==> src/rtl/alu_seq_pkg.sv <==
// Shared definitions for the ALU command sequencer: opcode map, data widths
// and the command record carried through the FIFO and issue stage.
package alu_seq_pkg;

  localparam int DATA_W = 8;
  localparam int OPS_W  = 4;

  localparam logic [OPS_W-1:0] OP_NOP    = 4'd0;
  localparam logic [OPS_W-1:0] OP_ADD    = 4'd1;
  localparam logic [OPS_W-1:0] OP_SUB    = 4'd2;
  localparam logic [OPS_W-1:0] OP_AND    = 4'd3;
  localparam logic [OPS_W-1:0] OP_OR     = 4'd4;
  localparam logic [OPS_W-1:0] OP_XOR    = 4'd5;
  localparam logic [OPS_W-1:0] OP_INVERT = 4'd6;
  localparam logic [OPS_W-1:0] OP_SHL    = 4'd7;
  localparam logic [OPS_W-1:0] OP_SHR    = 4'd8;
  localparam logic [OPS_W-1:0] OP_LAST   = OP_SHR;

  typedef struct packed {
    logic [DATA_W-1:0] opA;
    logic [DATA_W-1:0] opB;
    logic [OPS_W-1:0]  opS;
  } aluCmd_t;

  localparam int CMD_W = $bits(aluCmd_t);

  // Opcodes above OP_LAST are never forwarded to the ALU.
  function automatic logic isLegalOp(input logic [OPS_W-1:0] op);
    return op <= OP_LAST;
  endfunction

endpackage

==> src/rtl/alu_cmd_fifo.sv <==
// Synchronous command FIFO with occupancy count, full and empty.
// DEPTH must be a power of two so the pointers wrap by natural overflow.
module alu_cmd_fifo #(
  parameter  int DEPTH = 4,
  parameter  int WIDTH = 8,
  localparam int PTR_W = $clog2(DEPTH),
  localparam int CNT_W = $clog2(DEPTH + 1)
) (
  input  logic             clk,
  input  logic             rst_n,
  input  logic             push,
  input  logic [WIDTH-1:0] pushData,
  input  logic             pop,
  output logic [WIDTH-1:0] popData,
  output logic [CNT_W-1:0] count,
  output logic             full,
  output logic             empty
);

  logic [WIDTH-1:0] mem [DEPTH];
  logic [PTR_W-1:0] wrPtr;
  logic [PTR_W-1:0] rdPtr;
  logic [CNT_W-1:0] countNext;
  logic             doPush;
  logic             doPop;

  // Full/empty come straight from the registered count, so a pop at full
  // cannot open a slot for a push in the same cycle.
  assign full    = (count == CNT_W'(DEPTH));
  assign empty   = (count == '0);
  assign doPush  = push & ~full;
  assign doPop   = pop & ~empty;
  assign popData = mem[rdPtr];

  // Occupancy after this cycle's push/pop.
  always_comb begin
    // NOTE: assigning a default first keeps every path driven, so no latch is inferred.
    countNext = count;
    if (doPush && !doPop) begin
      countNext = count + CNT_W'(1);
    end else if (!doPush && doPop) begin
      countNext = count - CNT_W'(1);
    end
  end

  // Storage array write port.
  // NOTE: the array has no reset; an entry is only read after it has been written, and leaving it unreset keeps it in plain RAM cells.
  always_ff @(posedge clk) begin
    if (doPush) begin
      mem[wrPtr] <= pushData;
    end
  end

  // Pointer and count registers.
  always_ff @(posedge clk or negedge rst_n) begin
    // NOTE: state uses non-blocking assignments so every register sees the pre-edge values of the others.
    if (!rst_n) begin
      wrPtr <= '0;
      rdPtr <= '0;
      count <= '0;
    end else begin
      if (doPush) begin
        wrPtr <= wrPtr + PTR_W'(1);
      end
      if (doPop) begin
        rdPtr <= rdPtr + PTR_W'(1);
      end
      count <= countNext;
    end
  end

endmodule

==> src/rtl/alu_cmd_sequencer.sv <==
// Command front-end for the 8-bit ALU: FIFO -> issue register (opA/opB/opS)
// -> external combinational ALU -> tagged output register.
// Optional result flags (out_zero/out_parity) are built only when the macro
// ALU_SEQ_FLAGS_EN is defined; otherwise both are tied low.
module alu_cmd_sequencer
  import alu_seq_pkg::*;
#(
  parameter int DEPTH = 4,
  parameter int TAG_W = 4
) (
  input  logic              clk,
  input  logic              rst_n,
  input  logic              in_valid,
  output logic              in_ready,
  input  logic [DATA_W-1:0] in_opA,
  input  logic [DATA_W-1:0] in_opB,
  input  logic [OPS_W-1:0]  in_opS,
  output logic [DATA_W-1:0] opA,
  output logic [DATA_W-1:0] opB,
  output logic [OPS_W-1:0]  opS,
  input  logic [DATA_W-1:0] Result,
  output logic              out_valid,
  input  logic              out_ready,
  output logic [DATA_W-1:0] out_result,
  output logic [TAG_W-1:0]  out_tag,
  output logic              out_err,
  output logic              out_zero,
  output logic              out_parity
);

  localparam int CNT_W = $clog2(DEPTH + 1);

  aluCmd_t           inCmd;
  aluCmd_t           headCmd;
  logic [CNT_W-1:0]  fifoCount;
  logic              fifoFull;
  logic              fifoEmpty;
  logic              popEn;
  logic              outAdvance;
  logic              issueAdvance;
  logic              issueValid;
  logic              issueErr;
  logic              issueBeat;
  logic [DATA_W-1:0] beatResult;
  logic [TAG_W-1:0]  tagCnt;

  assign inCmd    = '{opA: in_opA, opB: in_opB, opS: in_opS};
  assign in_ready = ~fifoFull;

  alu_cmd_fifo #(
    .DEPTH (DEPTH),
    .WIDTH (CMD_W)
  ) uFifo (
    .clk      (clk),
    .rst_n    (rst_n),
    .push     (in_valid),
    .pushData (inCmd),
    .pop      (popEn),
    .popData  (headCmd),
    .count    (fifoCount),
    .full     (fifoFull),
    .empty    (fifoEmpty)
  );

  // Output stage moves when empty or drained; issue stage moves with it or
  // whenever it holds nothing. The FIFO pops exactly when issue loads.
  assign outAdvance   = ~out_valid | out_ready;
  assign issueAdvance = outAdvance | ~issueValid;
  assign popEn        = issueAdvance & ~fifoEmpty;

  // NOPs flow through issue but never become a beat; illegal ops always do.
  assign issueBeat = issueValid & (issueErr | (opS != OP_NOP));

  // Beat payload: illegal opcodes report zero instead of the ALU output.
  always_comb begin
    beatResult = Result;
    if (issueErr) begin
      beatResult = '0;
    end
  end

  // Issue register: drives the ALU operands, illegal opcodes replaced by NOP.
  always_ff @(posedge clk or negedge rst_n) begin
    if (!rst_n) begin
      issueValid <= 1'b0;
      issueErr   <= 1'b0;
      opA        <= '0;
      opB        <= '0;
      opS        <= OP_NOP;
    end else if (issueAdvance) begin
      issueValid <= ~fifoEmpty;
      if (!fifoEmpty) begin
        opA <= headCmd.opA;
        opB <= headCmd.opB;
        if (isLegalOp(headCmd.opS)) begin
          opS      <= headCmd.opS;
          issueErr <= 1'b0;
        end else begin
          opS      <= OP_NOP;
          issueErr <= 1'b1;
        end
      end
    end
  end

  // Output register and sequence tag; contents hold while stalled.
  always_ff @(posedge clk or negedge rst_n) begin
    if (!rst_n) begin
      out_valid  <= 1'b0;
      out_result <= '0;
      out_err    <= 1'b0;
      out_tag    <= '0;
      tagCnt     <= '0;
    end else if (outAdvance) begin
      out_valid <= issueBeat;
      if (issueBeat) begin
        out_result <= beatResult;
        out_err    <= issueErr;
        out_tag    <= tagCnt;
        tagCnt     <= tagCnt + TAG_W'(1);
      end
    end
  end

`ifdef ALU_SEQ_FLAGS_EN
  // Result flags registered alongside the beat they describe.
  always_ff @(posedge clk or negedge rst_n) begin
    if (!rst_n) begin
      out_zero   <= 1'b0;
      out_parity <= 1'b0;
    end else if (outAdvance && issueBeat) begin
      out_zero   <= (beatResult == '0);
      out_parity <= ^beatResult;
    end
  end
`else
  assign out_zero   = 1'b0;
  assign out_parity = 1'b0;
`endif

  // Occupancy must never exceed the FIFO depth.
  always_comb begin
    assert (fifoCount <= CNT_W'(DEPTH));
  end

endmodule
==> config.mk <==
export PLATFORM = sky130hd
export DESIGN_NAME = alu_cmd_sequencer
export DESIGN_NICKNAME = d
export VERILOG_FILES = /design/src/rtl/alu_seq_pkg.sv /design/src/rtl/alu_cmd_fifo.sv /design/src/rtl/alu_cmd_sequencer.sv
export SDC_FILE = /design/constraint.sdc
export NUM_CORES = 1
export LEC_CHECK = 0
export ABC_AREA = 1
export BUFFER_PORTS_ARGS = -buffer_cell sky130_fd_sc_hd__buf_2
export CORE_AREA = 2 2 130 94
export CTS_BUF_LIST = sky130_fd_sc_hd__clkbuf_8
export DETAILED_ROUTE_END_ITERATION = 10
export DIE_AREA = 0 0 132 96
export HOLD_SLACK_MARGIN = 0.1
export PLACE_DENSITY = 0.77
export SYNTH_ARGS = -nofsm -noshare
export SYNTH_HDL_FRONTEND = slang
export SYNTH_SLANG_ARGS = --single-unit
==> constraint.sdc <==
create_clock -name clk -period 1.91 [get_ports clk]
set_input_delay 0.0955 -clock clk [delete_from_list [all_inputs] [get_ports clk]]
set_output_delay 0.0955 -clock clk [all_outputs]
set_load 0.05 [all_outputs]
# ---- Yosys cells after proc, flatten, opt, wreduce, memory -nomap -nowiden
# Memories as Yosys holds them, arrays and structs flattened.
# Cells that the tools add are included.
dict set report classes {
  multipliers 0
  shifts 0
  mux 7
  addsub 5
  n_reduce_logical 9
  bitwise 11
  eq_ne 1
  n_div 0
  magnitude_cmp 1
}
# cell count
set ops {}
lappend ops {{2-to-1 mux 8 bit} 1}
lappend ops {{2-to-1 mux 3 bit} 2}
lappend ops {{adder 2 x 1 -> 2 bit (second input constant)} 2}
lappend ops {{adder 4 x 1 -> 4 bit (second input constant)} 1}
lappend ops {{AND 1 bit} 4}
lappend ops {{less-or-equal comparator 4 bit (second input constant)} 1}
lappend ops {{2-to-1 mux 4 bit} 1}
lappend ops {{NOT 1 bit} 4}
lappend ops {{AND reduction 2 bit} 2}
lappend ops {{nonzero test 4 bit} 1}
lappend ops {{adder 3 x 1 -> 3 bit (second input constant)} 1}
lappend ops {{== test 3 bit (second input constant)} 1}
lappend ops {{zero test 3 bit} 1}
lappend ops {{2-to-1 mux 1 bit} 3}
lappend ops {{bitwise OR 1 bit} 3}
lappend ops {{subtractor 3 x 1 -> 3 bit (second input constant)} 1}
lappend ops {{logical AND 1 bit} 2}
lappend ops {{zero test 1 bit} 2}
lappend ops {{nonzero test 2 bit} 1}
dict set report totals {
  latchBits 0
  romBits 0
  memories 1
  register_bits 47
  ramBits 80
  inputBits 32
}
# memory depth word_bits rd rd_clocked_by_memory_dff write_ports line_no
set mem_list {}
lappend mem_list {uFifo.mem 4 20 1 0 1 alu_cmd_fifo.sv:20} ;# logic [WIDTH-1:0] mem [DEPTH];

# ---- Depth between registers and ports, before layout
dict set report depth {
  ltp_word 8
  ltp_mapped 11
  mapped_depth_nobuf 11
}

# ---- Hierarchy
# A second synthesis with hierarchy kept.
dict set report unflattened {
  cells_unflattened 504
  area_unflattened_um2 5456.5
}
# mod area_each_um2 cells_each n_inst
set by_module_without_submodules {}
lappend by_module_without_submodules {alu_cmd_fifo 3667.3 294 1}
lappend by_module_without_submodules {alu_cmd_sequencer 1789.2 210 1}

# ---- Worst setup path after synthesis
# No wires, ideal clock.
dict set report synth_path {
  path_kind {register to register}
  start {reg uFifo.count[0]}
  end {mem uFifo.mem[0][0] (netlist name) (enable)}
  stages_incl_launch_ff 5
  t_required_ns 1.513
  t_arrival_ns 1.997
  setup_ns 0.397
  synth_period_minus_slack_ns 2.393
  slack_ns -0.483
  path_cell_list {dfrtp_1 inv_1 nand3_1 nand2_1 nor2_1}
}
dict set report synth_via {
  elab_chain_len 5
}
# element line_no
set synth_rtl {}
lappend synth_rtl {{start: declaration} alu_cmd_fifo.sv:15} ;# output logic [CNT_W-1:0] count,
lappend synth_rtl {{start signal: assignment} alu_cmd_fifo.sv:68} ;# count <= countNext;
lappend synth_rtl {{== test 3 bit} alu_cmd_fifo.sv:29} ;# assign full = (count == CNT_W'(DEPTH));
lappend synth_rtl {{NOT 1 bit} n/a}
lappend synth_rtl {{named net in_ready} alu_cmd_sequencer.sv:14} ;# output logic in_ready,
lappend synth_rtl {{AND 1 bit} alu_cmd_fifo.sv:31} ;# assign doPush = push & ~full;
lappend synth_rtl {{2-to-1 mux 1 bit} alu_cmd_fifo.sv:49} ;# if (doPush) begin
lappend synth_rtl {{2-to-1 mux 1 bit (not written as such)} alu_cmd_fifo.sv:50} ;# mem[wrPtr] <= pushData;
lappend synth_rtl {{end: declaration} alu_cmd_fifo.sv:20}
# The timed path passes the listed nets, and every way through them passes these cells.

# ---- Worst setup path in the final report
dict set report layout_path {
  start {reg uFifo.count[2]}
  end {reg uFifo.count[2]}
}
dict set report layout_via {
  elab_chain_len 7
}
# element line_no
set layout_rtl {}
lappend layout_rtl {{zero test 3 bit} alu_cmd_fifo.sv:30} ;# assign empty = (count == '0);
lappend layout_rtl {{NOT 1 bit (no source line)} n/a}
lappend layout_rtl {{AND 1 bit} alu_cmd_sequencer.sv:69} ;# assign popEn = issueAdvance & ~fifoEmpty;
lappend layout_rtl {{AND 1 bit} alu_cmd_fifo.sv:32} ;# assign doPop = pop & ~empty;
lappend layout_rtl {{zero test 1 bit} alu_cmd_fifo.sv:39} ;# if (doPush && !doPop) begin
lappend layout_rtl {{logical AND 1 bit} alu_cmd_fifo.sv:39}
lappend layout_rtl {{2-to-1 mux 3 bit / nonzero test 2 bit (equally long branches)} n/a}
# Parallel ways exist; a longest one is shown, timed or not. The select of a mux whose other input is x is not followed.
# A chain may end at the register's enable or synchronous reset.

==> results_dict.tcl <==
set metrics [dict create \
    cts_made_buffers 17 \
    num_rows 33 \
    portBuffers 66 \
    die_w_um 132 \
    ff_latch_area_sq_um 3580 \
    synth.area.top_cells "edfxtp_1 48%, dfrtp_1 23%, nor2_1 6.8%" \
    finalMaxSlewViolations 0 \
    die_y_um 96 \
    cts_num_sinks 127 \
    syn_inst 428 \
    track_usage_pct 17.0 \
    worstPathRequired_ns 2.22 \
    n_fill_cell 945 \
    fin_skew_ns 0.00903 \
    gp_congestion 0.760 \
    cts_max_path_buffers 2 \
    fin_nets 581 \
    wl_met3_um 443 \
    grt_overflow_total 0 \
    dieArea_sq_um 12700 \
    root_buffer "clkbuf_8" \
    outcome "completed" \
    synth-seq-cells 127 \
    worst_setup_path_end_kind "flop" \
    max_slew_margin_pct 57.4 \
    yosysTopAreaCellShare_pct 47.7 \
    grt_pass1_wl_um 16200 \
    drive_above_1_share_pct 24.4 \
    power_leakage_uw 0.00268 \
    ant_nets 0 \
    yosysWarnings 0 \
    finalPower_uw 11400 \
    setup_viol 0 \
    whs_ns 0.315 \
    area_growth_pct 26.7 \
    crit_top_cell "inv_1" \
    start_kind "flop" \
    final_cell_area_sq_um 6380 \
    final.min_clock_period_ns 1.80 \
    yosys.area.top_type "edfxtp_1" \
    antenna_found_initial 0 \
    htree_levels 4 \
    ir_drop_v 0.000920 \
    post_drt_wl_per_cell_um 14.2 \
    drtPass1Iterations 4 \
    met2_length_um 5020 \
    drt_iter0_markers 111 \
    first_global_vias 3360 \
    multi_input_area_sq_um 1250 \
    start_util_pct 44.0 \
    crit_path_max_incr_delay_ns 0.41 \
    path_cells "inv_1 -> nand3_2 -> nand2_4 -> ha_1 -> inv_1 -> fa_1 -> a21oi_1 -> o21ai_1 -> xor2_1" \
    wirelength_um 10100 \
    vias 3407 \
    finalHoldViolCount 0 \
    crit_type "flop to flop" \
    rsz0062_at_grt "no" \
    via_per_inst 4.79 \
    cap_violations 0 \
    worst_path_max_delay_cell "dfrtp_1" \
    cp_data_arrival_time_ns 2.10 \
    dp_hpwl_um 6140 \
    core-area_sq_um 11400 \
    placed_cell_area_sq_um 5630 \
    wl_met1_um 4460 \
    power_density_nw_per_um2 1780 \
    tightest_slew_ns 0.638 \
    cts_tree "built" \
    netlist_area_sq_um 5030 \
    min_period_over_period_pct 94.1 \
    path_clk_slew_ns 0.07 \
    ios 69 \
    hp-class "input port to asynchronous set/reset pin" \
    timing.fmax_mhz 556 \
    drc 0 \
    routed.top_layer "met4" \
    synth_cell_type_count 28 \
    syn_avg_cell_area_sq_um 11.8 \
    grt_max_degree 48 \
    clk_latency_ns 0.42 \
    ys_seq_area_share_pct 71.1 \
    crit_fanout 3 \
    diodes 0 \
]
-- flip-flops by register name, indices dropped and copies added (netlist names), 2 cells and up --
| name | flops |
|---|---|
| uFifo.mem | 80 |
| uFifo.count | 3 |
| opB | 8 |
| tagCnt | 4 |
| uFifo.wrPtr | 2 |
| opS | 4 |
| out_tag | 4 |
| out_result | 8 |
| uFifo.rdPtr | 2 |
| opA | 8 |
-- logic make-up (layout without fill, tap and decap cells) --
group                    after synthesis  after routing  share of synthesized area [%]
AND/OR/NAND/NOR                      178            178                           14.4
flip-flops                           127            127                           71.1
AO/OA/AOI/OAI                         61             61                           6.56
buffers and inverters                 47            172                           4.80
adder cells (fa/ha/maj)                7              7                           1.89
XOR/XNOR                               7              7                           1.22
other                                  1              2                         0.0745
-- layout by cell type (no fill, tap or decap), drive strengths merged --
cell         count
conb             2
clkbuf          18
o21a             1
dfrtp           47
o31ai            1
nand2           72
a21oi            2
dlygate4sd3     31
xor2             5
o21ai           41
a31oi           16
nor2            92
nand3           14
clkinv           7
clkinvlp         1
edfxtp          80
ha               6
inv             30
buf             81
fa               1
xnor2            2
bufinv           4
-- synthesized netlist by cell type --
library cell	n
nand2_2	3
a21oi_1	2
conb_1	1
edfxtp_1	80
xor2_1	5
inv_1	22
nand3_1	11
clkinv_1	1
buf_4	3
clkbuf_1	4
nand2_4	1
nand3_2	3
o31ai_1	1
nor2_1	91
o21ai_1	2
buf_2	5
fa_1	1
inv_2	5
nand2_1	68
buf_6	6
o21a_1	1
ha_1	6
a31oi_1	16
xnor2_1	2
nor2_4	1
o21ai_0	39
dfrtp_1	47
inv_4	1
-- area by class of cell --
cell class | count | share of cell area [%]
inverter | 29 | 1.75
multi-input combinational | 255 | 19.6
timing repair buffer | 112 | 12.8
tap | 157 | 3.08
clock buffer | 18 | 3.89
clock inverter | 13 | 2.71
sequential | 127 | 56.1
-- worst paths after layout --
| check | start | end | cells after the start | slack [ns] |
|---|---|---|---|---|
| max | uFifo.count[2] | uFifo.count[2] | 9 | 0.11 |
| min | rst_n | uFifo.count[2] | 3 | 0.32 |
| max reg2reg | uFifo.count[2] | uFifo.count[2] | 9 | 0.11 |
| min reg2reg | out_result[1] | out_result[1] | 2 | 0.48 |
| max in group asynchronous | rst_n | out_valid | 3 | 1.15 |
| min in group clk | Result[7] | out_result[7] | 4 | 0.40 |
-- layer usage --
metal	up-vias	GRT usage [%]
met5	-	0
met3	19	4.37
met2	90	29.7
met1	1642	20.1
li1	1656	-
met4	0	7.97
-- worst max-delay path, delay by kind of cell (launching register included) --
kind	cells	cell delay, ns
compound gates	2	0.22
xor+xnor	1	0.14
fa+ha+maj	2	0.54
buf+inv	2	0.18
flops	1	0.41
simple gates	2	0.17
-- stage by stage --
stage | setup slack (ns) | util [%] | cells | setup TNS, ns
global route | 0.00750 | 55.7 | 711 | 0
global placement | 0.125 | 49.2 | 647 | 0
CTS | 0.0365 | 55.6 | 709 | 0
floorplan | -0.00326 | - | 429 | -0.00326
finish | 0.112 | 55.7 | 711 | 0
detailed placement | 0.0833 | 49.2 | 647 | 0
-- power breakdown --
part / switching, uW / internal, uW / total, uW / leakage [uW]
Clock: 986 / 1430 / 2420 / 0.000221
Combinational: 3360 / 1390 / 4750 / 0.00116
Sequential: 391 / 3800 / 4190 / 0.00129
-- timing repair --
item | CTS | global route
buffers inserted | 0 | 2
hold endpoints to repair | 138 | 0
hold buffers | 31 | 0
gates resized for setup | 0 | 2
endpoints found under the setup margin | 0 | 1
Power figures use the tool's default switching activity.
